--- config.mk ---
export PLATFORM = sky130hd
export DESIGN_NAME = toy_bus_dtcm_tgt_adapter
export DESIGN_NICKNAME = d
export VERILOG_FILES = /design/src/rtl/toy_bus_dtcm_tgt_adapter.sv
export SDC_FILE = /design/constraint.sdc
export NUM_CORES = 1
export LEC_CHECK = 0
export BUFFER_PORTS_ARGS = -buffer_cell sky130_fd_sc_hd__buf_2
export CORE_ASPECT_RATIO = 0.75
export CORE_MARGIN = 2
export CORE_UTILIZATION = 28
export DETAILED_ROUTE_END_ITERATION = 10
export PLACE_DENSITY = 0.6
export SETUP_SLACK_MARGIN = 0.4
export SLEW_MARGIN = 30
export SYNTH_ARGS = -nofsm -noshare
export SYNTH_HDL_FRONTEND = slang
export SYNTH_SLANG_ARGS = --single-unit
export TNS_END_PERCENT = 20
--- constraint.sdc ---
create_clock -name clk -period 11.16 [get_ports clk]
set_clock_uncertainty 0.15 [all_clocks]
set_input_delay 2.232 -clock clk [delete_from_list [all_inputs] [get_ports clk]]
set_output_delay 2.232 -clock clk [all_outputs]
set_load 0.02 [all_outputs]
--- src/rtl/toy_bus_dtcm_tgt_adapter.sv ---
`default_nettype none
// ============================================================================
// toy_bus_dtcm_tgt_adapter: ToyBus target to 1-cycle SRAM, in-order acks via FIFO
// Revision: 1.0
// ============================================================================
module toy_bus_dtcm_tgt_adapter #(
   parameter int ADDR_W    = 14,
   parameter int ACK_DEPTH = 3
) (
   input  logic              clk,
   input  logic              rst_n,
   input  logic              in_req_vld,
   output logic              in_req_rdy,
   input  logic [31:0]       in_req_addr,
   input  logic [3:0]        in_req_strb,
   input  logic [31:0]       in_req_data,
   input  logic              in_req_opcode,
   input  logic [3:0]        in_req_src_id,
   input  logic [3:0]        in_req_tgt_id,
   output logic              out_ack_vld,
   input  logic              out_ack_rdy,
   output logic              out_ack_opcode,
   output logic [31:0]       out_ack_data,
   output logic [3:0]        out_ack_src_id,
   output logic [3:0]        out_ack_tgt_id,
   output logic              mem_en,
   output logic              mem_wen,
   output logic [ADDR_W-1:0] mem_addr,
   output logic [3:0]        mem_wstrb,
   output logic [31:0]       mem_wdata,
   input  logic [31:0]       mem_rdata
);
   localparam int PTR_W = $clog2(ACK_DEPTH);
   localparam int CNT_W = $clog2(ACK_DEPTH + 1);
   localparam logic [PTR_W-1:0] LAST_PTR = PTR_W'(ACK_DEPTH - 1);
   localparam logic [CNT_W:0]   DEPTH_C  = (CNT_W + 1)'(ACK_DEPTH);

   logic              s1_vld_q, s1_vld_d;
   logic              s1_op_q, s1_op_d;
   logic [3:0]        s1_src_q, s1_src_d;
   logic [3:0]        s1_tgt_q, s1_tgt_d;
   logic [PTR_W-1:0]  wr_ptr_q, wr_ptr_d;
   logic [PTR_W-1:0]  rd_ptr_q, rd_ptr_d;
   logic [CNT_W-1:0]  cnt_q, cnt_d;

   logic              fifo_op_q   [ACK_DEPTH];
   logic [3:0]        fifo_src_q  [ACK_DEPTH];
   logic [3:0]        fifo_tgt_q  [ACK_DEPTH];
   logic [31:0]       fifo_data_q [ACK_DEPTH];

   logic              accept;
   logic              push;
   logic              pop;
   logic [31:0]       push_data;
   logic [CNT_W:0]    credits_used;
   logic              unused_addr_bits;

   assign unused_addr_bits = ^{in_req_addr[31:ADDR_W+2], in_req_addr[1:0]};

   always_comb begin
      // Credits cover both queued acks and the one still in s1, so the
      // unconditional push below can never overflow.
      credits_used = {1'b0, cnt_q} + {{CNT_W{1'b0}}, s1_vld_q};
      in_req_rdy   = rst_n & (credits_used < DEPTH_C);
      accept       = in_req_vld & in_req_rdy;
      push         = s1_vld_q;
      out_ack_vld  = (cnt_q != '0);
      pop          = out_ack_vld & out_ack_rdy;
      push_data    = s1_op_q ? 32'h0 : mem_rdata;

      mem_en    = accept;
      mem_wen   = accept & in_req_opcode;
      mem_addr  = in_req_addr[ADDR_W+1:2];
      mem_wstrb = in_req_strb;
      mem_wdata = in_req_data;

      s1_vld_d = accept;
      s1_op_d  = accept ? in_req_opcode : s1_op_q;
      s1_src_d = accept ? in_req_src_id : s1_src_q;
      s1_tgt_d = accept ? in_req_tgt_id : s1_tgt_q;

      wr_ptr_d = wr_ptr_q;
      if (push) wr_ptr_d = (wr_ptr_q == LAST_PTR) ? '0 : wr_ptr_q + 1'b1;
      rd_ptr_d = rd_ptr_q;
      if (pop)  rd_ptr_d = (rd_ptr_q == LAST_PTR) ? '0 : rd_ptr_q + 1'b1;

      cnt_d = cnt_q;
      case ({push, pop})
         2'b10:   cnt_d = cnt_q + 1'b1;
         2'b01:   cnt_d = cnt_q - 1'b1;
         default: cnt_d = cnt_q;
      endcase

      // Storage is unreset; gating with valid keeps the payload zero when empty.
      out_ack_opcode = out_ack_vld & fifo_op_q[rd_ptr_q];
      out_ack_data   = out_ack_vld ? fifo_data_q[rd_ptr_q] : 32'h0;
      out_ack_src_id = out_ack_vld ? fifo_src_q[rd_ptr_q]  : 4'h0;
      out_ack_tgt_id = out_ack_vld ? fifo_tgt_q[rd_ptr_q]  : 4'h0;
   end

   always_ff @(posedge clk or negedge rst_n) begin
      if (!rst_n) begin
         s1_vld_q <= 1'b0;
         wr_ptr_q <= '0;
         rd_ptr_q <= '0;
         cnt_q    <= '0;
      end else begin
         s1_vld_q <= s1_vld_d;
         wr_ptr_q <= wr_ptr_d;
         rd_ptr_q <= rd_ptr_d;
         cnt_q    <= cnt_d;
      end
   end

   always_ff @(posedge clk) begin
      s1_op_q  <= s1_op_d;
      s1_src_q <= s1_src_d;
      s1_tgt_q <= s1_tgt_d;
      if (push) begin
         fifo_op_q[wr_ptr_q]   <= s1_op_q;
         fifo_src_q[wr_ptr_q]  <= s1_tgt_q;
         fifo_tgt_q[wr_ptr_q]  <= s1_src_q;
         fifo_data_q[wr_ptr_q] <= push_data;
      end
   end
endmodule
`default_nettype wire

==> flow_metrics.py, run 1 <==
metrics = {
    "worst_setup_path": {
        "reg2reg_slack_ps": 8780,
        "worstSetupStartpointType": "input pin",
        "crit_type": "in -> out",
        "r2r_end": "s1_tgt_q[3]",
        "cp.required_ps": 8780,
        "rr_worst_depth": 4,
        "startpoint": "rst_n",
        "critPathCaptureType": "primary output",
        "path_max_fanout": 11,
        "worstPathArrival_ps": 3580,
        "r2r-start": "cnt_q[0]",
    },
    "power_and_ir_drop": {
        "p_int_w": 0.001313,
        "seqPwrFrac_pct": 34.9,
        "p_leak_nw": 2.741,
        "swShare_pct": 33.44,
        "combPwrFrac_pct": 35.3,
        "pwr-share-clk_pct": 29.8,
        "ir_drop_v": 0.0001498,
        "power.density_nw_per_um2": 273.2,
        "p_switching_w": 0.0006596,
    },
    "cts": {
        "numCtsBuffers": 17,
        "cts.sinks": 139,
        "htree_levels": 4,
        "cts_max_path_buffers": 2,
        "hold_buffers": 0,
        "cts_root_buf": "clkbuf_16",
        "cts_resized": 0,
        "worstSkewPairLatency_ps": 410,
        "cts_tree": "done",
        "clk_pin_slew_ps": 60,
        "post_cts_buffers": 0,
    },
    "logic_synthesis": {
        "synth_top_area_cell": "edfxtp_1",
        "syn_inst": 388,
        "yosysSeqAreaShare_pct": 66.81,
        "avgSynthCellArea_um2": 15.97,
        "yosysMostFrequentCell": "edfxtp_1",
        "ys.flop_type": "edfxtp_1",
        "ys_warn_count": 0,
        "synth_fp_nets": 504,
        "synth_top_area_share_pct": 63.99,
        "synth_edf_count": 132,
        "synth_common_cells": "edfxtp_1, buf_4, nor2_1",
        "ys_seq_elements": 139,
        "synth_top_cells_by_area": "edfxtp_1, mux2_4, mux2i_1, buf_4, nor2b_1",
        "ys_types": 26,
        "mappedNetlistArea_um2": 6195,
        "async_flop_share_pct": 5.036,
    },
    "job": {
        "maxCapViolCount": 0,
    },
    "routing": {
        "drc_errors": 0,
        "drtPass1Iterations": 4,
        "routed_wl_mm": 12.57,
        "ant_nets": 0,
        "post_drt_wl_per_cell_um": 16.89,
        "drt-vias-per-instance": 4.218,
        "vias": 3138,
        "drtIter0Drc": 138,
    },
    "sta": {
        "maxSlewViolCount": 0,
        "worst_slew_pin_slew_ps": 850.4,
        "finalSetupViolations": 0,
        "min_period_ps": 5964,
        "period_share_pct": 53.44,
        "setup_tns_ps": 0,
        "rsz0062_at_grt": "false",
        "maxSlewHeadroom_pct": 43.31,
        "fin_ws_ps": 5196,
        "fmax_ghz": 0.1677,
        "hold_viol": 0,
    },
    "placement": {
        "dpl_cell_area_um2": 6598,
        "io_buffers": 89,
        "gp_congestion": 0.7092,
        "dpl.cell_count": 712,
        "place_ws_ps": 5132,
        "dp.final_hpwl_mm": 7.876,
    },
    "floorplanning": {
        "die_y_um": 132.8,
        "initial_core_util_pct": 28.32,
        "coreArea_um2": 21880,
        "die_area_um2": 23340,
        "die_w_um": 175.8,
        "io_pins": 208,
        "rows": 47,
    },
    "layout": {
        "finalInstanceArea_um2": 7221,
        "fin_nets": 553,
        "drive_gt1_share_pct": 38.89,
        "stdcell_count": 744,
        "area_growth_pct": 16.56,
        "num_antenna_cells": 0,
    },
    "hold_path": {
        "min_to": "fifo_src_q[2][1]",
        "worst_hold_path_type": "reg -> reg",
        "min_from": "s1_tgt_q[1]",
        "hold_depth": 0,
    },
    "status": {
        "outcome": "finished, final reports clean",
    },
    "global_route": {
        "antenna_found_initial": 0,
        "grt_max_degree": 45,
        "grtUsageTotal_pct": 11.22,
        "grt_pass1_wl_mm": 19.58,
        "grt_overflow": 0,
        "grt_pass1_vias": 3538,
    },
}
==> worst max-delay path by stage <==
stage / end / depth (start not counted) / slack, ps
after CTS: mem_en / 5 / 5120
after floorplan: mem_en / 3 / 5380
after global routing: mem_en / 5 / 4980
final: mem_en / 5 / 5200
after global placement: mem_en / 5 / 5160
after detailed placement: mem_en / 5 / 5130
==> registers in the layout (all words and copies together), names as in the netlist <==
| name | flops |
|---|---|
| fifo_src_q | 12 |
| s1_tgt_q | 4 |
| cnt_q | 2 |
| rd_ptr_q | 2 |
| fifo_op_q | 3 |
| fifo_tgt_q | 12 |
| s1_src_q | 4 |
| wr_ptr_q | 2 |
| push | 1 |
| fifo_data_q | 96 |
| s1_op_q | 1 |
==> cell type report <==
| type | count | area, µm² |
|---|---|---|
| fillers | 2168 | 14660 |
| flip-flops and latches | 139 | 4141 |
| multi-input cells | 178 | 1548 |
| repair buffers | 97 | 525.5 |
| clock buffers | 18 | 429.2 |
| well taps | 294 | 367.9 |
| clock inverters | 14 | 193.9 |
| inverters | 4 | 15.01 |
==> power groups by stage <==
| stage | Combinational, W | Sequential, W | Clock [W] |
|---|---|---|---|
| finish | 0.000697 | 0.000688 | 0.000588 |
| global route | 0.000753 | 0.000695 | 0.000631 |
| CTS | 0.000715 | 0.000689 | 0.000608 |
| detailed placement | 0.000713 | 0.000700 | 0 |
| global placement | 0.000694 | 0.000693 | 0 |
| floorplan | 0.000553 | 0.000689 | 0 |
==> metal layers <==
metal | track usage, % | vias up | wire length (µm) | part of all wire (%)
met2 | 18.44 | 91 | 6100 | 49
li1 | - | 1442 | - | -
met4 | 6.382 | 0 | 586 | 4.7
met5 | 0 | - | 0 | 0
met3 | 3.822 | 55 | 677 | 5.4
met1 | 12.81 | 1550 | 5201 | 41
==> worst max-delay path: stages <==
cell and delay, ps:
buf_2 190, inv_1 60, a211oi_1 280, and2_1 550, buf_2 270
==> cells in the final DEF, fill, tap and decap left out, types with 2 or more instances in the layout <==
| cell | n |
|---|---|
| buf_2 | 89 |
| nor2_1 | 42 |
| clkbuf_16 | 17 |
| clkinv_4 | 3 |
| a21o_1 | 3 |
| dfrtp_2 | 2 |
| edfxtp_1 | 132 |
| dfrtp_1 | 5 |
| nor2b_1 | 32 |
| clkinvlp_4 | 2 |
| mux2_2 | 4 |
| mux2_4 | 37 |
| clkinv_2 | 3 |
| buf_4 | 7 |
| ha_1 | 3 |
| inv_6 | 2 |
| bufinv_16 | 4 |
| inv_1 | 4 |
| o21ai_0 | 2 |
| nor2_4 | 2 |
| mux2i_1 | 41 |
| nand2_1 | 2 |
| xnor2_1 | 2 |
==> logic make-up (layout without fill, tap and decap cells) <==
| kind of cell | after synthesis | count (layout) | share of synthesized area (%) |
|---|---|---|---|
| compound gates | 6 | 6 | 0.6464 |
| xor+xnor | 3 | 3 | 0.4242 |
| fa+ha+maj | 3 | 3 | 0.6060 |
| buf+inv | 71 | 133 | 8.604 |
| flops | 139 | 139 | 66.81 |
| mux | 82 | 82 | 16.32 |
| simple gates | 84 | 84 | 6.585 |
==> stage by stage <==
| step | hold WS [ps] | utilization [%] | total power, W |
|---|---|---|---|
| 4_1_cts | 326.0 | 33.01 | 0.002011 |
| 3_5_place_dp | 306.3 | 30.16 | 0.001412 |
| 5_1_grt | 346.3 | 33.01 | 0.002079 |
| 3_3_place_gp | 292.0 | 30.03 | 0.001388 |
| 2_1_floorplan | 290.1 | - | 0.001242 |
| 6_report | 324.4 | 33.01 | 0.001973 |
Note: power is estimated with default switching activity, not from simulation.
==> run 2: changes to the inputs <==
--- a/config.mk
+++ b/config.mk
@@ -10,7 +10,7 @@
 export CORE_MARGIN = 2
 export CORE_UTILIZATION = 28
 export DETAILED_ROUTE_END_ITERATION = 10
-export PLACE_DENSITY = 0.6
+export PLACE_DENSITY = 0.61
 export SETUP_SLACK_MARGIN = 0.4
 export SLEW_MARGIN = 30
 export SYNTH_ARGS = -nofsm -noshare
==> constraint.sdc (replaced) <==
create_clock -name clk -period 5.3 [get_ports clk]
set_clock_uncertainty 0.15 [all_clocks]
set_input_delay 1.06 -clock clk [delete_from_list [all_inputs] [get_ports clk]]
set_output_delay 1.06 -clock clk [all_outputs]
set_load 0.02 [all_outputs]
==> run 2 against run 1 <==
Against the previous run:
- sequential power up 120%
- global-route usage down 0.15 points
- via count down 0.57%
- worst hold slack worse by 5.5 ps
- combinational power up 100%
- critical path type is now reg -> out
- count of clock-buffer cells in the layout down 1
- critical endpoint unchanged
- sequential share of layout area up 0.48 points
==> flow_metrics.py, run 2 (synthesis gave the netlist of run 1 again) <==
metrics = {
    "floorplanning": {
        "io_pins": 208,
        "initial_core_util_pct": 28.32,
        "rows": 47,
        "die_y_um": 132.8,
        "coreArea_um2": 21880,
        "die_w_um": 175.8,
        "die_area_um2": 23340,
    },
    "global_route": {
        "grt_overflow": 0,
        "antenna_found_initial": 0,
        "grtUsageTotal_pct": 11.07,
        "grt_pass1_vias": 3430,
        "grt_pass1_wl_mm": 19.06,
        "grt_max_degree": 45,
    },
    "layout": {
        "stdcell_count": 743,
        "largest_reg_flops": 96,
        "reg_top3": "fifo_data_q x96, fifo_src_q x12, fifo_tgt_q x12",
        "num_antenna_cells": 0,
        "layout.cells.most_common_list": "edfxtp_1, buf_2, nor2_1, mux2i_1, mux2_4",
        "fin_nets": 554,
        "top_register": "fifo_data_q",
        "area_growth_pct": 15.59,
        "drive_gt1_share_pct": 38.75,
        "layout_commonest_cell": "edfxtp_1",
    },
    "sta": {
        "worst_slew_pin_slew_ps": 864.1,
        "rsz0062_at_grt": "false",
        "fin_ws_ps": 1627,
        "maxSlewHeadroom_pct": 42.40,
        "hold_viol": 0,
        "finalSetupViolations": 0,
        "period_share_pct": 69.30,
        "setup_tns_ps": 0,
        "fmax_ghz": 0.2723,
        "hold_ws_ps": 318.9,
        "min_period_ps": 3673,
        "maxSlewViolCount": 0,
    },
    "routing": {
        "drtIter0Drc": 183,
        "ant_nets": 0,
        "post_drt_wl_per_cell_um": 16.79,
        "drc_errors": 0,
        "routed_wl_mm": 12.48,
        "vias": 3120,
        "drtPass1Iterations": 4,
        "drt-vias-per-instance": 4.199,
    },
    "cts": {
        "clk_pin_slew_ps": 60,
        "cts_max_path_buffers": 2,
        "cts_resized": 0,
        "numCtsBuffers": 17,
        "htree_levels": 4,
        "post_cts_buffers": 0,
        "cts_root_buf": "clkbuf_16",
        "worstSkewPairLatency_ps": 410,
        "cts_tree": "done",
        "hold_buffers": 0,
        "cts.sinks": 139,
    },
    "placement": {
        "dp.final_hpwl_mm": 7.963,
        "place_ws_ps": 1705,
        "gp_congestion": 0.6644,
        "dpl.cell_count": 713,
        "io_buffers": 89,
    },
    "power_and_ir_drop": {
        "combPwrFrac_pct": 35.2,
        "p_switching_w": 0.001378,
        "pwr-share-clk_pct": 27.6,
        "seqPwrFrac_pct": 37.1,
        "p_leak_nw": 2.717,
        "power.density_nw_per_um2": 563.3,
        "p_int_w": 0.002656,
        "swShare_pct": 34.16,
        "p_total_w": 0.004034,
        "ir_drop_v": 0.0003097,
    },
    "worst_setup_path": {
        "path_max_fanout": 11,
        "critPathCaptureType": "primary output",
        "cp.required_ps": 4090,
        "crit_type": "reg -> out",
        "worstPathArrival_ps": 2460,
        "worstSetupStartpointType": "register",
    },
    "status": {
        "outcome": "finished, final reports clean",
    },
    "job": {
        "maxCapViolCount": 0,
    },
    "hold_path": {
        "worst_hold_path_type": "reg -> reg",
    },
}
run 2: worst paths after layout:
path | startpoint | to | slack, ps | depth (start not counted)
setup / recovery | cnt_q[0] | mem_en | 1630 | 5
hold / removal | s1_tgt_q[1] | fifo_src_q[1][1] | 320 | 0
setup reg to reg | cnt_q[0] | s1_tgt_q[3] | 3000 | 4
hold reg to reg | s1_tgt_q[1] | fifo_src_q[1][1] | 320 | 0
max in group asynchronous | rst_n | rd_ptr_q[0] | 4490 | 1
min in group asynchronous | rst_n | cnt_q[1] | 330 | 1
run 2: metal layers:
metal | vias up | track usage [%] | share of wire (%)
met2 | 87 | 17.15 | 47
met1 | 1534 | 13.26 | 43
met4 | 0 | 6.612 | 4.6
met5 | - | 0 | 0
li1 | 1439 | - | -
met3 | 60 | 3.966 | 5.9
run 2: metrics by stage:
step	instance area, µm²	util [%]
floorplan	6195	-
global placement	6578	30.07
detailed placement	6605	30.19
CTS	7161	32.73
global route	7161	32.73
finish	7161	32.73
run 2: critical path, cell delays in order (launching register included):
cell and delay [ps]:
dfrtp_1 460, ha_1 230, ha_1 270, a211oi_1 310, and2_1 520, buf_2 270
run 2: power by group through the flow:
stage                     Combinational, W  Sequential, W  Clock (W)
after floorplan                    0.00116        0.00145          0
after global routing               0.00154        0.00152    0.00120
final                              0.00142        0.00150    0.00112
after global placement             0.00141        0.00151          0
after CTS                          0.00145        0.00150    0.00115
after detailed placement           0.00145        0.00152          0
run 2: area by class of cell:
class | instances | area, µm²
Clock buffer | 17 | 425.4
Clock inverter | 13 | 130.1
Fill cell | 2184 | 14720
Inverter | 4 | 15.01
Multi-Input combinational cell | 178 | 1548
Sequential cell | 139 | 4141
Tap cell | 294 | 367.9
Timing Repair Buffer | 98 | 533.0
==> run 3: changes to the inputs <==
--- a/config.mk
+++ b/config.mk
@@ -5,12 +5,13 @@
 export SDC_FILE = /design/constraint.sdc
 export NUM_CORES = 1
 export LEC_CHECK = 0
+export ABC_AREA = 1
 export BUFFER_PORTS_ARGS = -buffer_cell sky130_fd_sc_hd__buf_2
 export CORE_ASPECT_RATIO = 0.75
 export CORE_MARGIN = 2
 export CORE_UTILIZATION = 28
 export DETAILED_ROUTE_END_ITERATION = 10
-export PLACE_DENSITY = 0.61
+export PLACE_DENSITY = 0.6
 export SETUP_SLACK_MARGIN = 0.4
 export SLEW_MARGIN = 30
 export SYNTH_ARGS = -nofsm -noshare
==> constraint.sdc (replaced) <==
create_clock -name clk -period 3.49 [get_ports clk]
set_clock_uncertainty 0.15 [all_clocks]
set_input_delay 0.698 -clock clk [delete_from_list [all_inputs] [get_ports clk]]
set_output_delay 0.698 -clock clk [all_outputs]
set_load 0.02 [all_outputs]
==> run 3 against run 2 <==
Against the previous run:
- global-route usage grew 0.48 points
- clock power up 71%
- sequential power grew 47%
- cell count is 23% higher
- flip-flop and latch count stayed put
- worst hold slack got worse by 18 ps
- area after synthesis decreased by 0.69%
- combinational power up 53%
- final area increased by 0.47%
- non-clock buffer count increased by 1
==> flow_metrics.py, run 3 <==
metrics = {
    "worst_setup_path": {
        "path_max_fanout": 21,
        "cp.required_ps": 2640,
        "crit_path_cell_trace": "nor2_4 > nand2_1 > nand3_1 > nand2_1 > inv_1 > buf_2",
        "critPathCaptureType": "primary output",
        "worstSetupStartpointType": "register",
        "worstPathArrival_ps": 2130,
        "critPathTopFamily": "simple AND/OR/NAND/NOR gates",
        "crit_type": "reg -> out",
        "path_common_cell": "nand2_1",
        "critPathBufInv": 2,
        "slowest_delay_ps": 600,
        "crit_slowest_cell": "nor2_4",
    },
    "layout": {
        "area_growth_pct": 16.94,
        "fin_nets": 728,
        "top_register": "fifo_data_q",
        "drive_gt1_share_pct": 22.24,
        "final_util_pct": 33.69,
        "layout.cells.most_common_list": "nand2_1, edfxtp_1, buf_2, nand3_1, inv_1",
        "stdcell_count": 913,
        "fillers": 2129,
        "num_antenna_cells": 0,
        "layout_commonest_cell": "nand2_1",
        "largest_reg_flops": 96,
        "reg_top3": "fifo_data_q x96, fifo_src_q x12, fifo_tgt_q x12",
    },
    "logic_synthesis": {
        "async_flop_share_pct": 5.036,
        "syn_inst": 568,
        "ys_types": 16,
        "ys_warn_count": 0,
        "avgSynthCellArea_um2": 10.83,
        "ys.flop_type": "edfxtp_1",
        "yosysSeqAreaShare_pct": 67.28,
        "synth_top_cells_by_area": "edfxtp_1, nand2_1, buf_4, nand3_1, inv_1",
        "mappedNetlistArea_um2": 6152,
        "synth_top_area_cell": "edfxtp_1",
        "synth_top_area_share_pct": 64.43,
        "synth_common_cells": "nand2_1, edfxtp_1, inv_1",
        "ys_seq_elements": 139,
        "synth_edf_count": 132,
        "yosysMostFrequentCell": "nand2_1",
        "synth_fp_nets": 684,
    },
    "sta": {
        "maxSlewHeadroom_pct": 53.88,
        "finalSetupViolations": 0,
        "worst_slew_pin_slew_ps": 690.2,
        "maxSlewViolCount": 0,
        "setup_tns_ps": 0,
        "period_share_pct": 85.29,
        "rsz0062_at_grt": "true",
        "fmax_ghz": 0.3359,
        "hold_viol": 0,
        "min_period_ps": 2977,
    },
    "floorplanning": {
        "die_y_um": 132.4,
        "io_pins": 208,
        "initial_core_util_pct": 28.81,
        "rows": 46,
        "coreArea_um2": 21350,
        "die_w_um": 175.2,
        "die_area_um2": 23190,
    },
    "placement": {
        "dp.final_hpwl_mm": 7.512,
        "dpl.cell_count": 879,
        "gp_congestion": 0.6614,
        "io_buffers": 89,
    },
    "cts": {
        "htree_levels": 4,
        "cts_max_path_buffers": 2,
        "numCtsBuffers": 17,
        "cts.sinks": 139,
        "clk_pin_slew_ps": 60,
        "worstSkewPairLatency_ps": 420,
        "cts_root_buf": "clkbuf_16",
        "cts_tree": "done",
        "post_cts_buffers": 0,
    },
    "routing": {
        "post_drt_wl_per_cell_um": 14.26,
        "route.met2.wl_mm": 5.899,
        "top_layer_used": "met4",
        "drtPass1Iterations": 4,
        "route.met3.wl_um": 805,
        "drtIter0Drc": 225,
        "drt-vias-per-instance": 4.113,
        "ant_nets": 0,
        "wl_met1_mm": 6.079,
        "routed_wl_mm": 13.02,
        "vias": 3755,
        "drc_errors": 0,
    },
    "power_and_ir_drop": {
        "p_switching_w": 0.002374,
        "pwr-share-clk_pct": 30.5,
        "swShare_pct": 37.69,
        "p_total_w": 0.006300,
        "combPwrFrac_pct": 34.5,
        "seqPwrFrac_pct": 35.0,
        "p_leak_nw": 3.197,
        "p_int_w": 0.003926,
        "ir_drop_v": 0.0003493,
        "power.density_nw_per_um2": 875.7,
    },
    "global_route": {
        "grt_pass1_vias": 3686,
        "grt_overflow": 0,
        "antenna_found_initial": 0,
        "grt_pass1_wl_mm": 19.98,
        "grt_max_degree": 44,
        "grtUsageTotal_pct": 11.54,
    },
    "job": {
        "maxCapViolCount": 0,
    },
    "status": {
        "outcome": "finished, final reports clean",
    },
    "hold_path": {
        "worst_hold_path_type": "in -> reg",
    },
}
## run 3: cell count changes after synthesis, moves of 4 or more
cell | previous run | this run
nor2b_1 | 32 | 0
clkbuf_1 | 7 | 3
inv_1 | 4 | 87
buf_2 | 3 | 12
mux2_4 | 37 | 0
buf_4 | 52 | 60
mux2i_1 | 41 | 0
nand2_1 | 2 | 136
nand3_1 | 1 | 85
mux2_2 | 4 | 0
nor2_1 | 44 | 34
## run 3: power by group through the flow
stage / logic (W) / clock network, W / registers [W]
2_1_floorplan: 0.00161 / 0 / 0.00218
3_3_place_gp: 0.00217 / 0 / 0.00223
3_5_place_dp: 0.00218 / 0 / 0.00223
4_1_cts: 0.00219 / 0.00197 / 0.00220
5_1_grt: 0.00243 / 0.00204 / 0.00223
6_report: 0.00217 / 0.00192 / 0.00220
## run 3: layout make-up
type                            instances  area (µm²)  area share, %
Clock buffer                           17       425.4          5.913
Clock inverter                         15       210.2          2.922
Inverter                               88       335.3          4.661
Multi-Input combinational cell        267        1186          16.49
Sequential cell                       139        4141          57.57
Tap cell                              288       360.3          5.009
Timing Repair Buffer                   99       535.5          7.443
## run 3: cells by family after synthesis
| kind of cell | share of synthesized area (%) |
|---|---|
| and+or+nand+nor | 17.88 |
| adders and majority gates | 0.6102 |
| DFF | 67.28 |
| xor gates and xnor gates | 0.1424 |
| AOI/OAI and AO/OA | 0.2440 |
| buffers and inverters | 13.85 |
## run 3: worst paths after layout
path                             startpoint               end  slack [ps]  depth (start not counted)
max                             rd_ptr_q[1]  out_ack_data[30]         510                          6
min                        in_req_src_id[0]       s1_src_q[0]         300                          1
max reg2reg                        cnt_q[0]          cnt_q[1]        1610                          9
min reg2reg                     s1_tgt_q[3]  fifo_src_q[2][3]         330                          0
max in group asynchronous             rst_n       rd_ptr_q[1]        2500                          2
min in group asynchronous             rst_n          cnt_q[1]         500                          2
## run 3: repair_timing
action,4_1_cts,5_1_grt
gates resized for setup,0,0
hold endpoints to repair,7,0
setup endpoints to repair,0,38
hold buffers,1,0
## run 3: routing by layer
| metal | track usage [%] | vias to the layer above |
|---|---|---|
| met3 | 4.181 | 29 |
| li1 | - | 1882 |
| met5 | 0 | - |
| met4 | 4.537 | 0 |
| met1 | 14.73 | 1726 |
| met2 | 17.87 | 118 |
## run 3: through the flow
step	worst slack [ps]	hold slack [ps]	cell area, µm²
3_5_place_dp	926.3	316.9	6538
3_3_place_gp	915.7	311.6	6533
4_1_cts	458.6	280.5	7183
2_1_floorplan	852.2	252.4	6157
5_1_grt	371.9	277.3	7194
6_report	513.3	300.8	7194
